===== src/rtl/ppu_spr_fetch_ctrl.sv =====
// Sprite fetch sequencer: reads secondary OAM and both pattern planes per slot during HBLANK, loads the shifters, then strobes them.
// Latency is set by the VRAM req/ack handshake (7 cycles per slot at zero wait); the FSM stalls in FETCH_x while ack is low.
module ppu_spr_fetch_ctrl #(
  parameter int NSPR = 8
) (
  input  logic            i_clk,
  input  logic            i_rstn,
  input  logic [8:0]      i_hcnt,
  input  logic [8:0]      i_vcnt,
  input  logic            i_render_en,
  input  logic            i_spr_size16,
  input  logic            i_spr_pt_sel,
  input  logic [3:0]      i_spr_count,
  output logic [4:0]      o_soam_addr,
  input  logic [7:0]      i_soam_data,
  output logic            o_vram_req,
  output logic [13:0]     o_vram_addr,
  input  logic            i_vram_ack,
  input  logic [7:0]      i_vram_data,
  output logic [7:0]      o_xcnt,
  output logic [NSPR-1:0] o_xcnt_wr,
  output logic [7:0]      o_attr,
  output logic [NSPR-1:0] o_attr_we,
  output logic [15:0]     o_patt,
  output logic [NSPR-1:0] o_patt_we,
  output logic            o_run,
  output logic            o_busy
);

  typedef enum logic [2:0] {
    S_IDLE, S_RD_Y, S_RD_TILE, S_RD_ATTR, S_RD_X, S_FETCH_L, S_FETCH_H, S_LOAD
  } state_t;

  state_t      state_q, state_d;
  logic [2:0]  slot_q, slot_d;
  logic [3:0]  cnt_q;
  logic        aborting_q;
  logic        cap_vld_q;
  logic [1:0]  cap_byte_q;
  logic [7:0]  spr_y, spr_tile, spr_attr, spr_x;
  logic [7:0]  patt_lo, patt_hi;
  logic        run_q;

  logic        busy, abort, start, fetch, slot_empty, load_we;
  logic        rd_act;
  logic [1:0]  rd_byte;
  logic [3:0]  row, row_f;
  logic [13:0] pat_addr;
  logic [NSPR-1:0] slot_oh;

  function automatic logic [7:0] rev8(input logic [7:0] b);
    logic [7:0] r;
    for (int i = 0; i < 8; i++) r[i] = b[7-i];
    return r;
  endfunction

  assign busy       = (state_q != S_IDLE);
  assign abort      = busy & (~i_render_en | (i_hcnt == 9'd321));
  assign start      = (state_q == S_IDLE) & (i_hcnt == 9'd257) & i_render_en & (i_vcnt < 9'd240);
  assign fetch      = (state_q == S_FETCH_L) | (state_q == S_FETCH_H);
  assign slot_empty = ({1'b0, slot_q} >= cnt_q);
  assign load_we    = (state_q == S_LOAD) & ~abort;
  assign slot_oh    = NSPR'(1) << slot_q;

  always_comb begin
    rd_act  = 1'b1;
    rd_byte = 2'd0;
    case (state_q)
      S_RD_Y:    rd_byte = 2'd0;
      S_RD_TILE: rd_byte = 2'd1;
      S_RD_ATTR: rd_byte = 2'd2;
      S_RD_X:    rd_byte = 2'd3;
      default:   rd_act  = 1'b0;
    endcase
  end

  // Only the low 4 row bits matter; modular subtraction on the low nibble is equivalent.
  assign row   = i_vcnt[3:0] - spr_y[3:0];
  assign row_f = spr_attr[7] ? (row ^ (i_spr_size16 ? 4'hF : 4'h7)) : row;

  always_comb begin
    if (i_spr_size16)
      pat_addr = {1'b0, spr_tile[0], spr_tile[7:1], row_f[3], (state_q == S_FETCH_H), row_f[2:0]};
    else
      pat_addr = {1'b0, i_spr_pt_sel, spr_tile, (state_q == S_FETCH_H), row_f[2:0]};
  end

  always_comb begin
    state_d = state_q;
    slot_d  = slot_q;
    case (state_q)
      S_IDLE:    if (start) begin state_d = S_RD_Y; slot_d = 3'd0; end
      S_RD_Y:    state_d = abort ? S_IDLE : S_RD_TILE;
      S_RD_TILE: state_d = abort ? S_IDLE : S_RD_ATTR;
      S_RD_ATTR: state_d = abort ? S_IDLE : S_RD_X;
      S_RD_X:    state_d = abort ? S_IDLE : (slot_empty ? S_LOAD : S_FETCH_L);
      // An outstanding request is never withdrawn; abort takes effect on its ack.
      S_FETCH_L: if (i_vram_ack) state_d = (abort | aborting_q) ? S_IDLE : S_FETCH_H;
      S_FETCH_H: if (i_vram_ack) state_d = (abort | aborting_q) ? S_IDLE : S_LOAD;
      S_LOAD: begin
        if (abort || slot_q == 3'(NSPR-1)) begin
          state_d = S_IDLE;
        end else begin
          state_d = S_RD_Y;
          slot_d  = slot_q + 3'd1;
        end
      end
      default:   state_d = S_IDLE;
    endcase
  end

  always_ff @(posedge i_clk or negedge i_rstn) begin
    if (!i_rstn) begin
      state_q    <= S_IDLE;
      slot_q     <= 3'd0;
      cnt_q      <= 4'd0;
      aborting_q <= 1'b0;
      cap_vld_q  <= 1'b0;
      cap_byte_q <= 2'd0;
      spr_y      <= 8'd0;
      spr_tile   <= 8'd0;
      spr_attr   <= 8'd0;
      spr_x      <= 8'd0;
      patt_lo    <= 8'd0;
      patt_hi    <= 8'd0;
      run_q      <= 1'b0;
    end else begin
      state_q    <= state_d;
      slot_q     <= slot_d;
      if (start) cnt_q <= i_spr_count;
      aborting_q <= (fetch & ~i_vram_ack) ? (aborting_q | abort) : 1'b0;
      cap_vld_q  <= rd_act;
      cap_byte_q <= rd_byte;
      if (cap_vld_q) begin
        case (cap_byte_q)
          2'd0: spr_y    <= i_soam_data;
          2'd1: spr_tile <= i_soam_data;
          2'd2: spr_attr <= i_soam_data;
          default: spr_x <= i_soam_data;
        endcase
      end
      if (state_q == S_FETCH_L && i_vram_ack) patt_lo <= i_vram_data;
      if (state_q == S_FETCH_H && i_vram_ack) patt_hi <= i_vram_data;
      run_q <= i_render_en & (i_vcnt >= 9'd1) & (i_vcnt <= 9'd240) &
               (i_hcnt >= 9'd1) & (i_hcnt <= 9'd256);
    end
  end

  assign o_soam_addr = rd_act ? {slot_q, rd_byte} : 5'd0;
  assign o_vram_req  = fetch;
  assign o_vram_addr = fetch ? pat_addr : 14'd0;
  assign o_busy      = busy;
  assign o_run       = run_q;

  // Horizontal flip is applied here because the shifter mirrors with its previously stored attribute.
  always_comb begin
    o_xcnt    = 8'd0;
    o_attr    = 8'd0;
    o_patt    = 16'd0;
    o_xcnt_wr = '0;
    o_attr_we = '0;
    o_patt_we = '0;
    if (load_we) begin
      o_xcnt_wr = slot_oh;
      o_attr_we = slot_oh;
      o_patt_we = slot_oh;
      if (slot_empty) begin
        o_xcnt = 8'hFF;
      end else begin
        o_xcnt = spr_x;
        o_attr = spr_attr & 8'hBF;
        o_patt = spr_attr[6] ? {rev8(patt_hi), rev8(patt_lo)} : {patt_hi, patt_lo};
      end
    end
  end

endmodule


===== config.mk =====
export PLATFORM = sky130hd
export DESIGN_NAME = ppu_spr_fetch_ctrl
export DESIGN_NICKNAME = d
export VERILOG_FILES = /design/src/rtl/ppu_spr_fetch_ctrl.sv
export SDC_FILE = /design/constraint.sdc
export NUM_CORES = 1
export LEC_CHECK = 0
export BUFFER_PORTS_ARGS = -buffer_cell sky130_fd_sc_hd__buf_2
export CAP_MARGIN = 30
export CELL_PAD_IN_SITES_DETAIL_PLACEMENT = 1
export CELL_PAD_IN_SITES_GLOBAL_PLACEMENT = 2
export CORE_ASPECT_RATIO = 0.9
export CORE_MARGIN = 4
export CORE_UTILIZATION = 30
export CTS_CLUSTER_DIAMETER = 150
export CTS_CLUSTER_SIZE = 40
export DETAILED_ROUTE_END_ITERATION = 12
export HOLD_SLACK_MARGIN = 0.1
export PLACE_DENSITY = 0.82
export REMOVE_ABC_BUFFERS = 1
export SYNTH_ARGS = -nofsm -noshare
export SYNTH_HDL_FRONTEND = slang
export SYNTH_SLANG_ARGS = --single-unit

===== constraint.sdc =====
create_clock -name i_clk -period 2.5 [get_ports i_clk]
set_clock_uncertainty 0.05 [all_clocks]
set_input_delay 0.125 -clock i_clk [delete_from_list [all_inputs] [get_ports i_clk]]
set_output_delay 0.125 -clock i_clk [all_outputs]
set_load 0.05 [all_outputs]

==> reports/metrics.sh, run 1 <==
TIMING_MAX_TRANSITION_VIOLATIONS_FINAL=0
DRT_ITER0_MARKERS=106
YOSYSWARNINGS=0
INITIAL_CELL_DENSITY_OF_THE_CORE=0.311
SYN-INSTANCE-COUNT=316
PATH_DELAY_FAMILY='buffers and inverters'
CTS_HTREE_LEVELS=3
CTS.SINKS=59
BUSIEST_LAYER='met2'
GR-USAGE-MET3=0.0384
FIN_CRIT_SH=0.956
P_LEAK_nW=2.45
YOSYSTOPAREACELL='sky130_fd_sc_hd__dfrtp_1'
SYNTH_FLOP_CELL='sky130_fd_sc_hd__dfrtp_1'
CTS.CLK_SLEW.WORST_PATHS_PS=50
DIE-AREA_UM2=13100
LARGEST_NET_DEGREE_AT_THE_START_OF_GLOBAL_ROUTING=38
TIMING.MAX_CAP.VIOLATIONS=0
DESIGN.PORTCOUNT=122
PLACE.DETAILED.HPWL_MM=7.18
RUN_STATUS='finished, final reports clean'
POST_SYNTH.CELL_AREA_AVG_UM2=10.8
POWER.DENSITY_CELL_AREA_nW_PER_UM2=768
GRT.MET1_USAGE=0.179
ROW_COUNT=36
WORST_EP_REQUIRED_TIME_PS=2330
PATH_CELLS='inv_2 -> ha_1 -> nand2b_1 -> a211oi_2 -> nor3_1 -> buf_4 -> buf_4 -> o21a_1 -> buf_2'
SYNTH_SEQUENTIAL_AREA_RATIO=0.434
ANTENNA_CELLS=0
SLOWEST_STAGE_DELAY_CP_PS=350
CRIT_PATH_END_KIND='primary output'
SYNTH_ASYNC_SR_FLOP_SHARE=1.00
PLACE.PORT_BUFFERS=119
WL_PER_INSTANCE_UM=15.6
SLEW_HEADROOM=0.408
CLOCK.FMAX_MHz=418
INSERTION_DELAY_PS=320
SYNTHESIS.AREA_UM2=3400
CORE_UM2=10900
GLOBALPLACE.CONGESTION=0.753
POST-ROUTE-MIN-PERIOD_PS=2390
FLOPS_LATCHES_SYNTH=59
SYNTH_CELL_TYPE_COUNT=40
CLOCK_TREE_FROM_TRITONCTS='yes'
LAYOUT-AREA-OVERHEAD-VS-SYNTH_PCT=37.9
ANTENNA_VIOLATIONS_BEFORE_REPAIR=0
CTS-ROOT-TO-SINK-BUFFERS=2
SYNTH.MOST_COMMON_CELL='sky130_fd_sc_hd__dfrtp_1'
OVERALL_DIE_WIDTH_UM=120
GR-TOTAL-OVERFLOW=0
WORST_SETUP_PATH_START_KIND='flop'
DRT_DRC_VIOLATIONS_LEFT=0
DRTPASS1ITERATIONS=4
POST_ROUTE_CELLS_DRIVE_ABOVE_1_SHARE=0.435
CLASSIFICATION_OF_THE_WORST_SLACK_HOLD_PATH='primary input to flop'
CP_NUM_BUF_INV=4
SYNTH.TOP_CELLS.BY_AREA='sky130_fd_sc_hd__dfrtp_1 (43%), sky130_fd_sc_hd__mux2_2 (15%), sky130_fd_sc_hd__mux2i_1 (5.0%), sky130_fd_sc_hd__buf_4 (4.4%), sky130_fd_sc_hd__ha_1 (4.4%)'
HOLD_VIOLATIONS_FINAL=0
ROOT_BUFFER='sky130_fd_sc_hd__clkbuf_16'
GRT.MET2_USAGE=0.270
VDD_IR_DROP_MAX_uV=353
DIE_H_UM=109
CRITPATHSLOWESTCELL='sky130_fd_sc_hd__dfrtp_1'
TOP_CELLS_BY_INSTANCE_COUNT_AFTER_SYNTHESIS='sky130_fd_sc_hd__dfrtp_1 (59), sky130_fd_sc_hd__mux2_2 (45), sky130_fd_sc_hd__nor2_1 (27), sky130_fd_sc_hd__buf_4 (20), sky130_fd_sc_hd__mux2i_1 (17)'
CRITICAL_PATH.MAX_FANOUT=9
TIMING.FINAL.SETUP_VIOLATIONS=0
SYNTH_EDF_COUNT=0
GLOBAL_ROUTE_WIRE_LENGTH_BEFORE_REPAIR_MM=15.4
VIA_PER_INST=4.56
CTS_MADE_BUFFERS=9
NUMBER_OF_GLOBAL_ROUTE_VIAS_BEFORE_REPAIR=3002
WORST_PATH_MOST_REPEATED_CELL='sky130_fd_sc_hd__buf_4'
LAYOUT.CORE_UTILIZATION=0.428
FRACTION_OF_POST_SYNTHESIS_CELL_AREA_IN_THE_TOP_CELL_TYPE_BY_AREA=0.434
NUM_VIAS=2780
TNS_PS=0
GRTUSAGETOTAL=0.149
TIGHTESTPINTRANSITION_PS=888
PATH_CLASS='flop to primary output'
FIN_NETS=509
DATA_ARRIVAL_AT_THE_ENDPOINT_OF_THE_CRITICAL_PATH_PS=2210
WIRE_LENGTH_REPORTED_BY_THE_DETAILED_ROUTER_MM=9.53
POSTROUTEANTENNANETS=0
==> timing repair <==
action,in CTS,in global routing
gates resized for setup,21,2
setup endpoints to repair,23,23
endpoints found under the hold margin,110,0
pin swaps,1,2
hold buffers,24,0
setup buffers,1,1
==> final timing paths <==
kind / start / end / slack (ps) / cells after the start
max in group asynchronous: i_rstn / patt_lo[7]$_DFFE_PN0P_ / 1700 / 3
min in group asynchronous: i_rstn / spr_y[1]$_DFFE_PN0P_ / 280 / 3
setup / recovery: slot_q[0]$_DFFE_PN0P_ / o_xcnt[0] / 110 / 9
hold reg to reg: spr_attr[5]$_DFFE_PN0P_ / spr_attr[5]$_DFFE_PN0P_ / 450 / 1
hold / removal: i_hcnt[5] / state_q[0]$_DFFE_PN0P_ / 160 / 4
setup reg to reg: slot_q[0]$_DFFE_PN0P_ / slot_q[0]$_DFFE_PN0P_ / 390 / 7
==> power by group <==
group	internal (mW)	leakage, nW	switching, mW
registers	1.24	0.740	0.250
clock network	0.792	0.145	0.421
logic	0.505	1.56	0.390
total	2.54	2.45	1.06
==> state kept, by name, summed over array words and instances (netlist names) <==
signal	flops
state_q	3
cap_byte_q	2
cap_vld_q	1
o_run	1
patt_lo	8
spr_x	8
spr_y	4
aborting_q	1
patt_hi	8
slot_q	3
cnt_q	4
spr_attr	8
spr_tile	8
==> cells in the final DEF, fill, tap and decap left out, types with 12 or more instances in the layout <==
cell type,count
sky130_fd_sc_hd__inv_1,13
sky130_fd_sc_hd__mux2i_1,17
sky130_fd_sc_hd__and2_1,12
sky130_fd_sc_hd__nor2_1,27
sky130_fd_sc_hd__buf_4,12
sky130_fd_sc_hd__mux2_2,45
sky130_fd_sc_hd__and3_1,13
sky130_fd_sc_hd__dfrtp_1,59
sky130_fd_sc_hd__ha_1,12
sky130_fd_sc_hd__buf_2,110
sky130_fd_sc_hd__dlygate4sd3_1,24
==> worst register-to-register path, delay by kind of cell, from the launching register on <==
family	cells	cell delay, ps
adders and majority gates	2	420
buffers and inverters	2	270
DFF	1	380
muxes	1	280
and+or+nand+nor	2	590
==> kinds of logic after synthesis <==
group,synth area share
AND/OR/NAND/NOR,0.144
flip-flops,0.434
XOR/XNOR,0.0283
multiplexers,0.199
AO/OA/AOI/OAI,0.0681
adder cells (fa/ha/maj),0.0501
other,0.00110
buffers and inverters,0.0751
==> layout make-up <==
class / count / area (um^2)
fill: 1224 / 6260
multi-input combinational: 213 / 1700
sequential: 59 / 1480
timing repair buffer: 155 / 978
clock buffer: 11 / 243
tap: 152 / 190
clock inverter: 5 / 52.6
inverter: 14 / 52.6
==> routing by layer <==
metal	wire length [um]	vias to the layer above
met1	4180	1360
met5	0	-
met2	4860	62
met3	413	7
met4	72	0
li1	-	1351
==> per-stage QoR <==
| step | std cells | hold WS, ps | area (um^2) | total power [mW] | setup WS, ps |
|---|---|---|---|---|---|
| 6_report | 609 | 164 | 4690 | 3.60 | 110 |
| 5_1_grt | 609 | 210 | 4690 | 3.82 | -65.8 |
| 4_1_cts | 608 | 155 | 4670 | 3.65 | 15.9 |
| 3_5_place_dp | 567 | 88.3 | 4060 | 2.38 | 84.4 |
| 3_3_place_gp | 567 | 85.2 | 4060 | 2.33 | 152 |
| 2_1_floorplan | 286 | -221 | 3200 | 2.09 | -24.0 |
Power figures use the tool's default switching activity.
==> inputs of run 2 (changes only) <==
--- a/config.mk
+++ b/config.mk
@@ -8,14 +8,14 @@
 export BUFFER_PORTS_ARGS = -buffer_cell sky130_fd_sc_hd__buf_2
 export CAP_MARGIN = 30
-export CELL_PAD_IN_SITES_DETAIL_PLACEMENT = 1
-export CELL_PAD_IN_SITES_GLOBAL_PLACEMENT = 2
+export CELL_PAD_IN_SITES_DETAIL_PLACEMENT = 0
+export CELL_PAD_IN_SITES_GLOBAL_PLACEMENT = 1
 export CORE_ASPECT_RATIO = 0.9
 export CORE_MARGIN = 4
-export CORE_UTILIZATION = 30
+export CORE_UTILIZATION = 38
 export CTS_CLUSTER_DIAMETER = 150
 export CTS_CLUSTER_SIZE = 40
 export DETAILED_ROUTE_END_ITERATION = 12
 export HOLD_SLACK_MARGIN = 0.1
-export PLACE_DENSITY = 0.82
+export PLACE_DENSITY = 0.84
 export REMOVE_ABC_BUFFERS = 1
 export SYNTH_ARGS = -nofsm -noshare
==> constraint.sdc (replaced) <==
create_clock -name i_clk -period 2.2 [get_ports i_clk]
set_clock_uncertainty 0.05 [all_clocks]
set_input_delay 0.44 -clock i_clk [delete_from_list [all_inputs] [get_ports i_clk]]
set_output_delay 0.44 -clock i_clk [all_outputs]
set_load 0.05 [all_outputs]
==> reports/metrics.sh, run 2 (same netlist as run 1, synthesis figures left out) <==
VIA_PER_INST=4.94  # +8.2%
WORST_PATH_MOST_REPEATED_CELL='sky130_fd_sc_hd__nand2b_4'
HOLD_VIOLATIONS_FINAL=0  # unchanged
SLOWEST_STAGE_DELAY_CP_PS=390  # +40 ps
DRT_DRC_VIOLATIONS_LEFT=0  # unchanged
GRTUSAGETOTAL=0.185  # +0.0357
WORSTSETUPPATHDEPTH=10  # +1
GR-TOTAL-OVERFLOW=0  # unchanged
CORE_UM2=8650  # -21%
DATA_ARRIVAL_AT_THE_ENDPOINT_OF_THE_CRITICAL_PATH_PS=2130  # -80 ps
DRT_ITER0_MARKERS=67  # -37%
NUM_VIAS=2875  # +3.4%
CTS.SINKS=59  # unchanged
POST-ROUTE-MIN-PERIOD_PS=2620
SEQUENTIAL_CELL_AREA_UM2=1480  # unchanged
LEADING_CELL_TYPE_IN_THE_LAYOUT_FILL_AND_TAPS_EXCLUDED='sky130_fd_sc_hd__dfrtp_1'
PLACE.PORT_BUFFERS=119  # unchanged
CLASSIFICATION_OF_THE_WORST_SLACK_HOLD_PATH='primary input to flop'
FIN_HOLD_WS_PS=241  # +77.0 ps
CRIT_PATH_START='slot_q[0]$_DFFE_PN0P_'
FILL_CELLS=710  # -42%
WORST_EP_REQUIRED_TIME_PS=1710  # -620 ps
RRSETUPSLACK_PS=140  # -250 ps
OVERALL_DIE_WIDTH_UM=108  # -10%
FINAL.SETUP.WORST_SLACK_PS=-416  # -526 ps
CTS.CLK_SLEW.WORST_PATHS_PS=60  # about the same
FAILED_CHECKS='negative setup slack'
FIN_NETS=517  # +1.6%
CRIT-REG2REG-CAPTURE='slot_q[0]$_DFFE_PN0P_'
FIN_CRIT_SH=1.19
SEQPWRFRAC=0.423  # +0.009
P_SWITCHING_mW=1.23  # +16%
CELLINTERNALPOWER_mW=2.60  # +2.3%
CRIT_PATH_END_KIND='primary output'
WL_PER_INSTANCE_UM=16.6  # +6.0%
WIRE_LENGTH_REPORTED_BY_THE_DETAILED_ROUTER_MM=9.65  # +1.3%
TIGHTESTPINTRANSITION_PS=535  # -353 ps
SLEW_HEADROOM=0.642  # +0.234
P_LEAK_nW=2.54  # +3.8%
POSTROUTEANTENNANETS=0  # unchanged
RUN_STATUS='finished, violations left'
PATH_CLASS='flop to primary output'
CLOCK_SHARE_OF_POWER=0.246  # -0.091
LAYOUT_COMMON_CELLS='sky130_fd_sc_hd__dfrtp_1 (59), sky130_fd_sc_hd__buf_2 (49), sky130_fd_sc_hd__mux2_2 (45)'
POWER.SHARE.SWITCHING=0.321  # +0.0262
NUMBER_OF_GLOBAL_ROUTE_VIAS_BEFORE_REPAIR=3031  # +0.97%
TIMING_MAX_TRANSITION_VIOLATIONS_FINAL=0  # unchanged
PATH_DELAY_FAMILY='buffers and inverters'
CTS_MADE_BUFFERS=9  # unchanged
CTS-ROOT-TO-SINK-BUFFERS=2  # unchanged
VDD_IR_DROP_MAX_uV=330  # -6.5%
CRITICAL_PATH.MAX_FANOUT=8  # -1
COMBINATIONAL_GROUP_SHARE_OF_TOTAL_POWER=0.331  # +0.082
DESIGN_POWER_TOTAL_mW=3.83  # +6.3%
GLOBAL_ROUTE_WIRE_LENGTH_BEFORE_REPAIR_MM=15.4  # -0.31%
TIMING.MAX_CAP.VIOLATIONS=0  # unchanged
CLOCK.FMAX_MHz=382
DIE-AREA_UM2=10500  # -20%
RSZ0062_AT_GRT='yes'
POST_ROUTE_CELLS_DRIVE_ABOVE_1_SHARE=0.592  # +0.156
CRITPATHSLOWESTCELL='sky130_fd_sc_hd__dfrtp_1'
PATH_CELLS='inv_2 -> ha_4 -> nand2b_4 -> a211oi_2 -> nor3_2 -> buf_6 -> nand2b_4 -> buf_16 -> nor2_4 -> buf_8'
CLOCK_TREE_FROM_TRITONCTS='yes'
DESIGN.PORTCOUNT=122  # unchanged
PLACE.DETAILED.HPWL_MM=6.79  # -5.4%
INITIAL_CELL_DENSITY_OF_THE_CORE=0.393  # +0.0825
TIMING.FINAL.SETUP_VIOLATIONS=57  # +57
GLOBALPLACE.CONGESTION=0.832  # +10%
CTS_HTREE_LEVELS=3  # unchanged
ROOT_BUFFER='sky130_fd_sc_hd__clkbuf_8'
INSERTION_DELAY_PS=320  # about the same
CP_NUM_BUF_INV=4  # unchanged
POWER.DENSITY_CELL_AREA_nW_PER_UM2=724  # -5.8%
ANTENNA_CELLS=0  # unchanged
DIE_H_UM=97.7  # -10%
LAYOUT-AREA-OVERHEAD-VS-SYNTH_PCT=55.5
ROW_COUNT=32  # -11%
MULTI_INPUT_COMB_AREA_UM2=1960  # +15%
LARGEST_NET_DEGREE_AT_THE_START_OF_GLOBAL_ROUTING=22  # -42%
WORST_R2R_STARTPOINT='slot_q[0]$_DFFE_PN0P_'
DRTPASS1ITERATIONS=4  # unchanged
ANTENNA_VIOLATIONS_BEFORE_REPAIR=0  # unchanged
R2R_CELLS=8  # +1
WORST_SETUP_PATH_START_KIND='flop'
CRITICAL_PATH.ENDPOINT='o_patt[12]'
[run 2: cell types whose count changed in the layout (fill, tap and decap cells not counted), moves of 18 or more]
cell,change
sky130_fd_sc_hd__buf_2,-61
sky130_fd_sc_hd__buf_4,+31
sky130_fd_sc_hd__buf_6,+33
sky130_fd_sc_hd__buf_8,+21
sky130_fd_sc_hd__dlygate4sd3_1,-23
sky130_fd_sc_hd__nor2_1,-18
sky130_fd_sc_hd__nor2_4,+18
[run 2: how the worst min path moves through the flow]
stage	from	to	slack [ps]	cells after the start
2_1_floorplan	i_rstn	aborting_q$_DFF_PN0_	90	0
3_3_place_gp	i_rstn	patt_lo[1]$_DFFE_PN0P_	380	1
3_5_place_dp	i_rstn	patt_lo[1]$_DFFE_PN0P_	380	1
4_1_cts	i_vcnt[8]	o_run$_DFF_PN0_	230	2
5_1_grt	i_vcnt[8]	o_run$_DFF_PN0_	220	2
6_report	i_vcnt[8]	o_run$_DFF_PN0_	240	2
[run 2: through the flow]
| stage | setup WS (ps) | std cells | cell area, um^2 | TNS (ps) | util |
|---|---|---|---|---|---|
| floorplan | -639 | 286 | 3200 | -30170 | - |
| global placement | -599 | 550 | 4170 | -28010 | 0.482 |
| detailed placement | -627 | 550 | 4170 | -29210 | 0.482 |
| CTS | -474 | 576 | 5100 | -20020 | 0.590 |
| global route | -508 | 582 | 5290 | -23950 | 0.611 |
| finish | -416 | 582 | 5290 | -20010 | 0.611 |
[run 2: per-layer routing]
layer  vias up  track usage  wire, um
met5         -            0         0
met4         0       0.0553       143
met3        11       0.0344       490
met2        85        0.309      4850
met1      1417        0.244      4160
li1       1362            -         -
[run 2: power groups by stage]
stage	combinational [mW]	clock [mW]	sequential, mW
global placement	1.06	0	1.60
finish	1.27	0.940	1.62
global route	1.38	1.02	1.65
detailed placement	1.10	0	1.62
floorplan	0.742	0	1.63
CTS	1.22	0.969	1.60
[run 2: timing repair]
item                                    CTS  global route
buffers inserted                         11             6
pin swaps                                37            10
endpoints found under the hold margin    19             0
hold buffers                              1             0
endpoints found under the setup margin   61            72
gates resized for setup                 188            38
cloned                                    1             0
[run 2: area by class of cell]
| type | count | area share |
|---|---|---|
| multi-input combinational | 213 | 0.370 |
| sequential | 59 | 0.279 |
| timing repair buffer | 163 | 0.279 |
| tap | 119 | 0.0282 |
| clock buffer | 11 | 0.0267 |
| inverter | 14 | 0.00994 |
| clock inverter | 3 | 0.00757 |
